===== src/rtl/spq_dequeue_reader.sv =====
// spq_dequeue_reader: SPQueue consumer-side dequeue controller with 2-entry output buffer; SPQ_READER_STATS_EN adds deq_total/stall_cycles counters
module spq_dequeue_reader #(
    parameter int DW     = 8,
    parameter int QDEPTH = 8,
    parameter int RD_LAT = 1
) (
    input  logic                         clk,
    input  logic                         rst,
    input  logic                         enq_seen,
    input  logic [DW-1:0]                q_data,
    output logic                         deq_sig,
    output logic [DW-1:0]                m_data,
    output logic                         m_valid,
    input  logic                         m_ready,
    output logic [$clog2(QDEPTH+1)-1:0]  occupancy,
    output logic                         q_empty,
    output logic                         enq_drop
`ifdef SPQ_READER_STATS_EN
    ,
    output logic [15:0]                  deq_total,
    output logic [15:0]                  stall_cycles
`endif
);
    localparam int OW = $clog2(QDEPTH + 1);
    typedef enum logic [1:0] {IDLE, REQ, WAIT, CAP} state_t;
    state_t          state_q, state_d;
    logic [2:0]      wcnt_q, wcnt_d;
    logic [OW-1:0]   occ_q, occ_d;
    logic            drop_q, drop_d, deq_q, deq_d;
    logic [DW-1:0]   head_q, head_d, tail_q, tail_d;
    logic [1:0]      cnt_q, cnt_d;
    logic            push, pop;
    assign push = state_q == CAP;
    assign pop  = m_valid && m_ready;
    always_comb begin
        state_d = state_q;
        wcnt_d  = wcnt_q;
        case (state_q)
            IDLE: state_d = (occ_q != '0 && cnt_q < 2'd2) ? REQ : IDLE;
            REQ: begin
                state_d = (RD_LAT == 1) ? CAP : WAIT;
                wcnt_d  = '0;
            end
            WAIT: begin
                wcnt_d  = wcnt_q + 3'd1;
                state_d = (wcnt_q == 3'(RD_LAT - 2)) ? CAP : WAIT;
            end
            default: state_d = IDLE;
        endcase
        deq_d  = state_d == REQ;
        occ_d  = (enq_seen && !deq_q) ? ((occ_q == OW'(QDEPTH)) ? occ_q : occ_q + OW'(1))
               : (!enq_seen && deq_q) ? occ_q - OW'(1) : occ_q;
        drop_d = drop_q || (enq_seen && !deq_q && occ_q == OW'(QDEPTH));
        // head refills from tail on a pop, or directly from the queue when it would otherwise be empty
        head_d = (pop && cnt_q == 2'd2) ? tail_q
               : (push && (cnt_q == 2'd0 || (pop && cnt_q == 2'd1))) ? q_data : head_q;
        tail_d = (push && ((cnt_q == 2'd1 && !pop) || (cnt_q == 2'd2 && pop))) ? q_data : tail_q;
        cnt_d  = cnt_q + {1'b0, push} - {1'b0, pop};
    end
    always_ff @(posedge clk) begin
        if (rst) begin
            state_q <= IDLE;
            wcnt_q  <= '0;
            occ_q   <= '0;
            drop_q  <= 1'b0;
            deq_q   <= 1'b0;
            head_q  <= '0;
            tail_q  <= '0;
            cnt_q   <= '0;
        end else begin
            state_q <= state_d;
            wcnt_q  <= wcnt_d;
            occ_q   <= occ_d;
            drop_q  <= drop_d;
            deq_q   <= deq_d;
            head_q  <= head_d;
            tail_q  <= tail_d;
            cnt_q   <= cnt_d;
        end
    end
    assign deq_sig   = deq_q;
    assign m_data    = head_q;
    assign m_valid   = cnt_q != 2'd0;
    assign occupancy = occ_q;
    assign q_empty   = occ_q == '0;
    assign enq_drop  = drop_q;
`ifdef SPQ_READER_STATS_EN
    logic [15:0] tot_q, stall_q;
    always_ff @(posedge clk) begin
        if (rst) begin
            tot_q   <= '0;
            stall_q <= '0;
        end else begin
            if (pop && tot_q != 16'hFFFF) tot_q <= tot_q + 16'd1;
            if (m_valid && !m_ready && stall_q != 16'hFFFF) stall_q <= stall_q + 16'd1;
        end
    end
    assign deq_total    = tot_q;
    assign stall_cycles = stall_q;
`endif
endmodule


===== config.mk =====
export PLATFORM = sky130hd
export DESIGN_NAME = spq_dequeue_reader
export DESIGN_NICKNAME = d
export VERILOG_FILES = /design/src/rtl/spq_dequeue_reader.sv
export SDC_FILE = /design/constraint.sdc
export NUM_CORES = 1
export LEC_CHECK = 0
export CELL_PAD_IN_SITES_DETAIL_PLACEMENT = 1
export CELL_PAD_IN_SITES_GLOBAL_PLACEMENT = 1
export CORE_ASPECT_RATIO = 1.1
export CORE_MARGIN = 5
export CORE_UTILIZATION = 41
export CTS_BUF_LIST = sky130_fd_sc_hd__clkbuf_16
export DETAILED_ROUTE_END_ITERATION = 8
export GPL_TIMING_DRIVEN = 0
export PLACE_DENSITY_LB_ADDON = 0.1
export SLEW_MARGIN = 20
export SYNTH_ARGS = -nofsm -noshare
export SYNTH_HDL_FRONTEND = slang
export SYNTH_SLANG_ARGS = --single-unit

===== constraint.sdc =====
create_clock -name clk -period 5.01 [get_ports clk]
set_clock_uncertainty 0.1 [all_clocks]
set_input_delay 1.002 -clock clk [delete_from_list [all_inputs] [get_ports clk]]
set_output_delay 1.002 -clock clk [all_outputs]
set_load 0.02 [all_outputs]

# Word-level counts from Yosys, hierarchy flattened
# Index checks and enable logic that the tools add are counted.
# op_classes
eq_ne,9
multipliers,0
n_reduce_logical,25
n_addsub,5
shifts,0
div_mod_pow,0
mux,9
order_cmp,1
bitwise,0
# op_table
op,n
$mux W8,2
$mux W4,3
$logic_and A1 B1 Y1,10
$reduce_bool A2 Y1,4
$eq A2 B1 Y1 const B,3
$eq A2 B2 Y1 const B,3
$pmux W2 S3,1
$pmux W3 S2,1
$add A4 B1 Y4 const B,1
$eq A4 B4 Y1 const B,1
$logic_not A2 Y1,2
$logic_not A4 Y1,1
$reduce_bool A4 Y1,1
$sub A4 B1 Y4 const B,1
$add A3 B1 Y3 const B,1
$eq A3 B3 Y1 const B,1
$logic_not A1 Y1,3
$logic_or A1 B1 Y1,3
$add A2 B1 Y2,1
$lt A2 B2 Y1 const B,1
$mux W1,2
$ne A2 B2 Y1 const B,1
$reduce_and A2 Y1,1
$sub A2 B1 Y2,1
# word_totals
ramBits,0
n_memories,0
regBits,29
out_inout_bits,16
inputBits,12
rom_bits,0
wordCells,57
latch_bits,0

# Logic depth before layout (Yosys ltp)
# depth
word_depth,7
mapped_depth,9
mapped_depth_nobuf,8

# Worst setup path after synthesis
# No wires, ideal clock.
# synth_timing
path_kind,reg2out
startpoint,"reg occ_q[0], in the netlist occupancy[0]"
endpoint,out q_empty
t_required_ns,3.908
setup_slack_ns,2.680
path_stages_with_launch,2
arrival_ns,1.228
n_path_buf,0
path_cell_list,dfxtp_1 -> nor4_1
# synth_between
elab_chain_len,1
# synth_lines
element,line,text
from (decl),28,"logic [OW-1:0] occ_q, occ_d;"
from (signal assigned),64,occ_q <= '0;
from (signal assigned),73,occ_q <= occ_d;
$logic_not A4 Y1,85,assign q_empty = occ_q == '0;
to (decl),16,"output logic q_empty,"
# No other way between the ends.

# Final worst setup path
# Ends and elaborated chain as after synthesis.

==> impl_metrics.py <==
metrics = {
    "status": {
        "status": "finished clean",
    },
    "critical_path": {
        "start_kind": "register",
        "critical_path_class": "register to output pin",
        "crit_path_end_kind": "output pin",
        "crit_fanout": 7,
        "cp_data_required_time_ps": 3910,
        "arrival_ps": 1840,
    },
    "die": {
        "fp.dieH_um": 71.8,
        "die_x_um": 66.2,
        "pin_count": 28,
        "dieArea_sq_um": 4750,
        "core_area_sq_um": 3330,
        "initial_core_util": 0.427,
        "row_count": 22,
    },
    "final_layout": {
        "layout-drive-gt1-share": 0.0884,
        "final_util": 0.568,
        "mostFrequentLayoutCells": "29 x dfxtp_1, 27 x clkdlybuf4s50_1, 21 x nor2_1, 16 x mux2i_1, 10 x ha_1",
        "layout-area-overhead-vs-synth_pct": 32.9,
        "nNetsFinal": 203,
        "mostFrequentLayoutCell": "dfxtp_1",
        "antenna_cells": 0,
        "final_cells": 229,
    },
    "yosys": {
        "ys_warn_count": 0,
        "synth_area_sq_um": 1420,
        "ys_ff_latch": 29,
        "synth_compound_area_frac": 0.117,
        "syn_area_per_cell_sq_um": 9.74,
        "synth_xor_area_frac": 0.0246,
        "synth_cell_type_count": 37,
        "synth_top_family_by_area": "simple AND/OR/NAND/NOR gates",
        "synth_fa_ha_area_frac": 0.102,
        "postSynthCellCount": 146,
        "synthArstFlopShare": 0,
        "ys.flop_type": "dfxtp_1",
        "synth_mux_area_frac": 0.120,
        "ys_seq_area_frac": 0.408,
        "syn-num-nets": 169,
        "synth_edf_count": 0,
        "yosys.area_share.simple": 0.177,
    },
    "timing": {
        "timing.final.max_slew_violations": 0,
        "relSlewSlack": 0.648,
        "fmax_mhz": 340,
        "tightest_slew_ps": 522,
        "finalSetupTns_ps": 0,
        "rsz0062_at_grt": "false",
        "period_needed_ps": 2940,
        "finalSetupViolCount": 0,
        "hold_violations": 0,
        "period_share": 0.587,
    },
    "cts": {
        "clock_tree.root_cell": "clkbuf_16",
        "cts_resized": 0,
        "cts.path.max_buffers": 2,
        "cts_tree": "done",
        "cts_setup_buffers": 0,
        "numCtsBuffers": 5,
        "clkLatencyLatePin_ps": 280,
        "clk_pin_slew_worst_paths_ps": 50,
        "cts_hold_buffers": 0,
        "clock_sinks": 29,
        "h-tree-depth": 2,
    },
    "route": {
        "dr.pass1.iters": 4,
        "drtAntennaViolNets": 0,
        "drtIter0Drc": 47,
        "via_count": 1175,
        "route.detailed.drc": 0,
        "routed_wl_um": 3600,
        "wl_per_cell_um": 15.7,
        "viasPerCell": 5.13,
    },
    "power": {
        "pwr-share-seq": 0.311,
        "vdd_drop_max_mv": 0.295,
        "power_per_cell_area_nw_per_um2": 584,
        "p_clk_frac": 0.255,
        "p_leak_uw": 0.000823,
        "intPower_uw": 698,
        "switching_share": 0.368,
        "switchingPower_uw": 407,
        "finalPower_uw": 1100,
        "pwr-share-comb": 0.435,
    },
    "placed_design": {
        "gp_congestion": 0.765,
        "dp_cells": 221,
        "port_buffers": 27,
        "post-dp-hpwl_um": 2630,
    },
    "grt": {
        "track_usage": 0.166,
        "grt_max_degree": 11,
        "grt_pass1_vias": 1303,
        "antenna_found_initial": 0,
        "grt_pass1_wl_um": 5910,
        "grt_overflow": 0,
    },
    "job": {
        "drv_cap": 0,
    },
    "min_path": {
        "hp-class": "register to register",
    },
}
worst paths after layout:
kind | start | endpoint | slack (ps) | cells after the start
setup / recovery | occupancy[0] | q_empty | 2070 | 2
hold / removal | wcnt_q[2] | wcnt_q[2] | 380 | 2
setup reg to reg | cnt_q[1] | cnt_q[1] | 3040 | 9
hold reg to reg | wcnt_q[2] | wcnt_q[2] | 380 | 2
synthesized netlist by cell type, types with 2 or more instances:
cell / count / area [sq um]
nand2_1: 2 / 7.51
o21ai_0: 2 / 10.0
or2_2: 2 / 12.5
ha_1: 10 / 125
nor2_1: 21 / 78.8
buf_6: 2 / 22.5
a211oi_1: 9 / 67.6
nand2b_1: 5 / 31.3
nor2b_1: 3 / 18.8
buf_1: 2 / 7.51
nand3_1: 5 / 25.0
a21oi_1: 6 / 30.0
inv_1: 7 / 26.3
mux2i_1: 16 / 160
xnor2_1: 3 / 26.3
dfxtp_1: 29 / 581
or3b_1: 2 / 17.5
sequential cells by signal, indices dropped and copies added (netlist names):
name	count
deq_sig	1
cnt_q	2
tail_q	8
occupancy	4
state_q	2
wcnt_q	3
enq_drop	1
m_data	8
critical path, cell delays in order (launching register included):
cell and delay (ps):
dfxtp_1 380, nor4_1 480, clkdlybuf4s50_1 700
layer usage:
| metal | GRT usage | up-vias | wire [um] |
|---|---|---|---|
| met3 | 0.0533 | 8 | 174 |
| met1 | 0.163 | 568 | 1450 |
| met5 | 0 | - | 0 |
| met2 | 0.305 | 27 | 1900 |
| met4 | 0.0813 | 0 | 71 |
| li1 | - | 572 | - |
stage by stage:
stage / worst slack [ps] / cell area, sq um / hold WS (ps)
2_1_floorplan: 2680 / 1420 / 349
3_3_place_gp: 2160 / 1750 / 356
3_5_place_dp: 2100 / 1750 / 371
4_1_cts: 2030 / 1890 / 385
5_1_grt: 2020 / 1890 / 395
6_report: 2070 / 1890 / 380
area by class of cell:
type	instances	area, sq um
plain buffers	7	46.3
clock buffers	5	125
clock inverters	3	12.5
fillers	377	1440
inverters	7	26.3
multi-input cells	103	769
flip-flops and latches	29	581
well taps	48	60.1
repair buffers	27	270
logic make-up after synthesis:
logic type / Yosys count
simple gates: 48
fa+ha+maj: 11
buf+inv: 14
xor+xnor: 4
compound gates: 23
mux: 17
flops: 29
power by group through the flow:
stage | sequential, uW | clock (uW) | combinational, uW
finish | 343 | 281 | 480
detailed placement | 346 | 0 | 479
global placement | 342 | 0 | 456
CTS | 344 | 286 | 488
floorplan | 384 | 0 | 256
global route | 352 | 292 | 526
Power figures use the tool's default switching activity.
